**config.mk**
```make
export PLATFORM = sky130hd
export DESIGN_NAME = tl_sink_id_allocator_flat
export DESIGN_NICKNAME = d
export VERILOG_FILES = /design/src/rtl/tl_sink_id_allocator_pkg.sv /design/src/rtl/tl_sink_id_allocator_if.sv /design/src/rtl/tl_sink_id_allocator_rr_arbiter.sv /design/src/rtl/tl_sink_id_allocator.sv /design/src/flat_wrapper.sv
export SDC_FILE = /design/constraint.sdc
export NUM_CORES = 1
export LEC_CHECK = 0
export BUFFER_PORTS_ARGS = -buffer_cell sky130_fd_sc_hd__buf_2
export CORE_MARGIN = 2
export CORE_UTILIZATION = 30
export CTS_CLUSTER_SIZE = 10
export DETAILED_ROUTE_END_ITERATION = 10
export SLEW_MARGIN = 20
export SYNTH_ARGS = -nofsm -noshare
export SYNTH_HDL_FRONTEND = slang
export SYNTH_SLANG_ARGS = --single-unit
```
**constraint.sdc**
```tcl
create_clock -name clock -period 2.3 [get_ports clock]
set_input_delay 0.575 -clock clock [delete_from_list [all_inputs] [get_ports clock]]
set_output_delay 0.575 -clock clock [all_outputs]
set_load 0.005 [all_outputs]
```
**src/rtl/tl_sink_id_allocator_pkg.sv**
```systemverilog
// Shared types and helpers for the TileLink manager-side sink-ID allocator.
// The sink-ID width is fixed here so every file agrees on the bitmap width.
package tl_sink_id_allocator_pkg;

   localparam int DEF_NUM_REQ = 4;
   localparam int SINK_BITS   = 2;
   localparam int NUM_SINKS   = 2 ** SINK_BITS;

   typedef logic [SINK_BITS-1:0] sink_id_t;
   typedef logic [NUM_SINKS-1:0] sink_map_t;

   // Walks from the top down so the lowest clear bit is the one that sticks.
   function automatic sink_id_t lowest_zero_idx(input sink_map_t map);
      sink_id_t idx;
      idx = '0;
      for (int i = NUM_SINKS - 1; i >= 0; i--) begin
         if (!map[i]) idx = sink_id_t'(i);
      end
      return idx;
   endfunction

endpackage

```
**src/rtl/tl_sink_id_allocator_if.sv**
```systemverilog
// Request, grant and GrantAck signals of the sink-ID allocator, bundled.
// master = requesters/D-channel/E-queue side, slave = the allocator.
interface tl_sink_id_allocator_if
   import tl_sink_id_allocator_pkg::*;
#(
   parameter int NUM_REQ  = DEF_NUM_REQ,
   parameter int REQ_BITS = $clog2(NUM_REQ)
) ();

   logic [NUM_REQ-1:0]  io_req_valid;
   logic [NUM_REQ-1:0]  io_req_ready;
   logic                io_grant_valid;
   logic                io_grant_ready;
   logic [REQ_BITS-1:0] io_grant_req;
   sink_id_t            io_grant_sink;
   logic                io_ack_valid;
   sink_id_t            io_ack_sink;
   sink_map_t           io_busy;
   logic                io_idle;
   logic                io_err;

   modport master (
      output io_req_valid, io_grant_ready, io_ack_valid, io_ack_sink,
      input  io_req_ready, io_grant_valid, io_grant_req, io_grant_sink,
             io_busy, io_idle, io_err
   );

   modport slave (
      input  io_req_valid, io_grant_ready, io_ack_valid, io_ack_sink,
      output io_req_ready, io_grant_valid, io_grant_req, io_grant_sink,
             io_busy, io_idle, io_err
   );

endinterface

```
**src/rtl/tl_sink_id_allocator_rr_arbiter.sv**
```systemverilog
// Combinational round-robin pick: search starts one past the last winner and wraps.
// NUM_REQ need not be a power of two, so the wrap is an explicit subtract.
module tl_sink_id_allocator_rr_arbiter #(
   parameter int NUM_REQ  = 4,
   parameter int REQ_BITS = $clog2(NUM_REQ)
) (
   input  logic [NUM_REQ-1:0]  i_valid,
   input  logic [REQ_BITS-1:0] i_ptr,
   output logic [REQ_BITS-1:0] o_win,
   output logic                o_any
);

   logic [REQ_BITS:0]   w_sum;
   logic [REQ_BITS-1:0] w_idx;
   logic                w_found;

   always_comb begin
      o_win   = '0;
      w_found = 1'b0;
      w_sum   = '0;
      w_idx   = '0;
      for (int k = 1; k <= NUM_REQ; k++) begin
         w_sum = {1'b0, i_ptr} + (REQ_BITS+1)'(k);
         if (w_sum >= (REQ_BITS+1)'(NUM_REQ)) w_sum = w_sum - (REQ_BITS+1)'(NUM_REQ);
         w_idx = w_sum[REQ_BITS-1:0];
         if (!w_found && i_valid[w_idx]) begin
            w_found = 1'b1;
            o_win   = w_idx;
         end
      end
   end

   assign o_any = |i_valid;

endmodule

```
**src/rtl/tl_sink_id_allocator.sv**
```systemverilog
// Sink-ID allocator: round-robin grant issue with a registered output slot,
// IDs returned to the pool by E-channel GrantAcks.
module tl_sink_id_allocator
   import tl_sink_id_allocator_pkg::*;
#(
   parameter int NUM_REQ  = DEF_NUM_REQ,
   parameter int REQ_BITS = $clog2(NUM_REQ)
) (
   input logic                    clock,
   input logic                    reset,
   tl_sink_id_allocator_if.slave  bus
);

   sink_map_t           r_busy;
   logic [REQ_BITS-1:0] r_rr_ptr;
   logic                r_out_valid;
   logic [REQ_BITS-1:0] r_out_req;
   sink_id_t            r_out_sink;
   logic                r_err;

   logic [REQ_BITS-1:0] w_win;
   logic                w_any_valid;
   logic                w_slot_free;
   logic                w_any_free;
   sink_id_t            w_free_id;
   logic [NUM_REQ-1:0]  w_req_ready;
   logic                w_fire;
   logic                w_ack_hit;
   sink_map_t           w_busy_next;

   tl_sink_id_allocator_rr_arbiter #(
      .NUM_REQ  (NUM_REQ),
      .REQ_BITS (REQ_BITS)
   ) u_arb (
      .i_valid (bus.io_req_valid),
      .i_ptr   (r_rr_ptr),
      .o_win   (w_win),
      .o_any   (w_any_valid)
   );

   // Draining the slot this cycle lets a new grant load behind it without a bubble.
   assign w_slot_free = ~r_out_valid | bus.io_grant_ready;
   assign w_any_free  = ~&r_busy;
   assign w_free_id   = lowest_zero_idx(r_busy);

   always_comb begin
      w_req_ready = '0;
      if (w_slot_free && w_any_free && w_any_valid) w_req_ready[w_win] = 1'b1;
   end

   assign w_fire    = |(bus.io_req_valid & w_req_ready);
   assign w_ack_hit = bus.io_ack_valid & r_busy[bus.io_ack_sink];

   // Release clears a set bit and allocation sets a clear one, so they never collide.
   always_comb begin
      w_busy_next = r_busy;
      if (w_ack_hit) w_busy_next[bus.io_ack_sink] = 1'b0;
      if (w_fire)    w_busy_next[w_free_id]       = 1'b1;
   end

   always_ff @(posedge clock) begin
      if (reset) begin
         r_busy      <= '0;
         r_rr_ptr    <= REQ_BITS'(NUM_REQ - 1);
         r_out_valid <= 1'b0;
         r_out_req   <= '0;
         r_out_sink  <= '0;
         r_err       <= 1'b0;
      end else begin
         r_busy <= w_busy_next;
         if (w_fire) begin
            r_out_valid <= 1'b1;
            r_out_req   <= w_win;
            r_out_sink  <= w_free_id;
            r_rr_ptr    <= w_win;
         end else if (bus.io_grant_ready && r_out_valid) begin
            r_out_valid <= 1'b0;
         end
         if (bus.io_ack_valid && !r_busy[bus.io_ack_sink]) r_err <= 1'b1;
      end
   end

   assign bus.io_req_ready   = w_req_ready;
   assign bus.io_grant_valid = r_out_valid;
   assign bus.io_grant_req   = r_out_req;
   assign bus.io_grant_sink  = r_out_sink;
   assign bus.io_busy        = r_busy;
   assign bus.io_idle        = ~|r_busy & ~r_out_valid;
   assign bus.io_err         = r_err;

endmodule

```
**src/flat_wrapper.sv**
```systemverilog
// flat-port wrapper written by rule: the top's interface ports become plain ports
module tl_sink_id_allocator_flat import tl_sink_id_allocator_pkg::*;
#(
   parameter int NUM_REQ  = DEF_NUM_REQ,
   parameter int REQ_BITS = $clog2(NUM_REQ)
)
  (clock, reset, bus_io_req_valid, bus_io_grant_ready, bus_io_ack_valid, bus_io_ack_sink, bus_io_req_ready, bus_io_grant_valid, bus_io_grant_req, bus_io_grant_sink, bus_io_busy, bus_io_idle, bus_io_err);
  tl_sink_id_allocator_if #(.NUM_REQ(NUM_REQ), .REQ_BITS(REQ_BITS)) bus_i ();
  input logic clock;
  input logic reset;
  input wire logic [$bits(bus_i.io_req_valid)-1:0] bus_io_req_valid;
  input wire logic [$bits(bus_i.io_grant_ready)-1:0] bus_io_grant_ready;
  input wire logic [$bits(bus_i.io_ack_valid)-1:0] bus_io_ack_valid;
  input wire logic [$bits(bus_i.io_ack_sink)-1:0] bus_io_ack_sink;
  output wire logic [$bits(bus_i.io_req_ready)-1:0] bus_io_req_ready;
  output wire logic [$bits(bus_i.io_grant_valid)-1:0] bus_io_grant_valid;
  output wire logic [$bits(bus_i.io_grant_req)-1:0] bus_io_grant_req;
  output wire logic [$bits(bus_i.io_grant_sink)-1:0] bus_io_grant_sink;
  output wire logic [$bits(bus_i.io_busy)-1:0] bus_io_busy;
  output wire logic [$bits(bus_i.io_idle)-1:0] bus_io_idle;
  output wire logic [$bits(bus_i.io_err)-1:0] bus_io_err;
  assign bus_i.io_req_valid = bus_io_req_valid;
  assign bus_i.io_grant_ready = bus_io_grant_ready;
  assign bus_i.io_ack_valid = bus_io_ack_valid;
  assign bus_i.io_ack_sink = bus_io_ack_sink;
  assign bus_io_req_ready = bus_i.io_req_ready;
  assign bus_io_grant_valid = bus_i.io_grant_valid;
  assign bus_io_grant_req = bus_i.io_grant_req;
  assign bus_io_grant_sink = bus_i.io_grant_sink;
  assign bus_io_busy = bus_i.io_busy;
  assign bus_io_idle = bus_i.io_idle;
  assign bus_io_err = bus_i.io_err;
  tl_sink_id_allocator #(.NUM_REQ(NUM_REQ), .REQ_BITS(REQ_BITS)) u_core (.clock(clock), .reset(reset), .bus(bus_i));
endmodule
```
==> impl_metrics.tcl <==
set metrics [dict create \
    vias_per_cell 4.926 \
    clock_skew_ns 0.006289 \
    yosysMostFrequentCell "dfxtp_1" \
    cp.required_ns 1.73 \
    power.leakage_nw 0.4187 \
    fmax_mhz 438.5 \
    track_usage_pct 13.08 \
    synth_top_area_share_pct 37.94 \
    grt_first_pass_wirelength_um 2518 \
    cts_root_buf "clkbuf_4" \
    worst_pin_slew_ns 0.3320 \
    final_nets 120 \
    ys_ff_latch 12 \
    placed_cell_area_um2 817.0 \
    vdd_drop_max_mv 0.3006 \
    end_kind "output port" \
    cts_tree "yes" \
    io_buffers 24 \
    hp-start "u_core.bus.io_grant_req[1]$_SDFFE_PP0P_" \
    reg2reg_depth 6 \
    ioPinCount 25 \
    startpoint "bus_io_req_valid[0]" \
    power_density_mw_per_mm2 614.9 \
    ys_warn_count 0 \
    setup_viol 0 \
    cts.reportedPaths.clkPinSlew_ns 0.08 \
    drc_errors 0 \
    clock_latency_ns 0.27 \
    pre_cts_ws_ns -0.02061 \
    syn_nets 86 \
    gp_congestion 0.7260 \
    start_kind "input pin" \
    syn_avg_cell_area_um2 8.330 \
    grt_pass1_vias 600 \
    die_h_um 49.94 \
    slew_violations 0 \
    areaGrowthSynthToFinish_pct 38.14 \
    setup_tns_ns 0 \
    final_area_um2 874.6 \
    ys_seq_area_share_pct 37.94 \
    clockBufferDepth 2 \
    start_util_pct 31.94 \
    whs_path_depth 2 \
    fin_crit_ns 2.280 \
    wire_per_inst_um 11.43 \
    syn_area_um2 633.1 \
    setup_ws_ns 0.01951 \
    dieArea_mm2 0.002494 \
    r2r-end "u_core.bus.io_busy[1]$_SDFF_PP0_" \
    synth_area_leaders "dfxtp_1 38%, a21oi_1 5.5%, nand2_1 4.2%, nor2_1 4.2%, nand2b_1 4.0%" \
    antenna_found_initial 0 \
    htreeDepth 1 \
    dp_hpwl_um 1164 \
    drt_iter0_drc 11 \
    rr_startpoint "u_core.bus.io_busy[0]$_SDFF_PP0_" \
    cp_max_fo 4 \
    synth-async-reset-ratio_pct 0 \
    num_antenna_cells 0 \
    layout-drive-gt1-share_pct 40.37 \
    hp-class "flop to flop" \
    netlist_instances 76 \
    synth.distinct_cells 32 \
    hold_viol 0 \
    timing.hold.ws_ns 0.4548 \
    wirelength_um 1554 \
    synth_ff_type "dfxtp_1" \
    gr-total-overflow 0 \
    path_class "input pin to output port" \
    synth_edf_count 0 \
    drt_pass1_iterations 4 \
    cap_violations 0 \
    r2r_slack_ns 0.76 \
    fin_crit_sh_pct 99.15 \
    min_to "u_core.bus.io_grant_req[1]$_SDFFE_PP0P_" \
    num_rows 16 \
    cts.sinks 12 \
    yosysTopAreaCell "dfxtp_1" \
    cts_buffers 3 \
    max_slew_margin_pct 77.87 \
    cp.arrival_ns 1.71 \
    core-area_mm2 0.001982 \
    ant_nets 0 \
    synth_commonest_cells "12 x dfxtp_1, 7 x a21oi_1, 7 x nand2_1, 7 x nor2_1" \
    die_w_um 49.94 \
    vias 670 \
    status "complete, no violations" \
    grt_max_degree 14 \
]
-- repair_timing --
item                                   4_1_cts  5_1_grt
resized for setup                            1        2
pin swaps                                    0        1
setup endpoints to repair                    1        1
hold buffers                                 0        0
endpoints found under the hold margin        0        0
setup buffers                                0        1
-- registers in the layout, summed over array words and instances (netlist names) --
name and count:
u_core.bus.io_err 1, u_core.bus.io_grant_sink 2, u_core.bus.io_grant_req 2, u_core.bus.io_grant_valid 1
u_core.bus.io_busy 4, u_core.r_rr_ptr 2
-- report_power, final --
part | total, mW | switching (mW) | internal, mW
Combinational | 0.126 | 0.0585 | 0.0679
Sequential | 0.245 | 0.0198 | 0.225
Clock | 0.167 | 0.0706 | 0.0962
Total | 0.538 | 0.149 | 0.389
-- worst max path at each step --
stage	endpoint	slack, ns	cells after the start
after global routing	bus_io_req_ready[0]	-0.002	5
final	bus_io_req_ready[0]	0.02	5
after floorplan	bus_io_req_ready[0]	0.16	4
after detailed placement	bus_io_req_ready[0]	-0.02	5
after CTS	bus_io_req_ready[0]	0.01	5
after global placement	bus_io_req_ready[0]	0.02	5
-- final cells by class --
| cell class | instances | area [um2] |
|---|---|---|
| Sequential cell | 12 | 240.2 |
| Clock buffer | 4 | 36.28 |
| Tap cell | 27 | 33.78 |
| Multi-Input combinational cell | 58 | 376.6 |
| Inverter | 4 | 15.01 |
| Fill cell | 201 | 1107 |
| Timing Repair Buffer | 31 | 172.7 |
-- routing by layer --
layer  vias to the layer above  GRT usage [%]  part of all wire, %
met5                         -              0                    0
met4                         0          6.944                    0
met3                         0          1.818                  5.1
met2                        22          20.67                   46
met1                       306          17.13                   49
li1                        342              -                    -
-- critical path, cell delays in order --
cell and delay (ns):
buf_2 0.11, or4_4 0.55, and3_4 0.18, and3_1 0.17, buf_2 0.12
-- placed cells by master, fill, tap and decap left out, types with 3 or more instances in the layout --
cell / instances
buf_2: 24
clkbuf_4: 3
dfxtp_1: 12
nor2_1: 7
buf_4: 7
nand2b_1: 4
nand2_1: 7
inv_1: 4
nand3_1: 3
nor3_1: 3
a21oi_1: 6
-- through the flow --
stage	utilization [%]	instances	power [mW]
3_5_place_dp	41.22	131	0.3705
2_1_floorplan	-	76	0.3121
5_1_grt	44.13	136	0.5760
3_3_place_gp	41.22	131	0.3673
6_report	44.13	136	0.5378
4_1_cts	43.31	135	0.5414
-- logic make-up (layout without fill, tap and decap cells) --
logic type             after synthesis  count (layout)  synth area share [%]
and+or+nand+nor                     38              38                 35.18
AOI/OAI and AO/OA                   19              19                 18.58
DFF                                 12              12                 37.94
buffers and inverters                6              39                 4.742
muxes                                1               1                 3.557
Note: power is estimated with default switching activity, not from simulation.
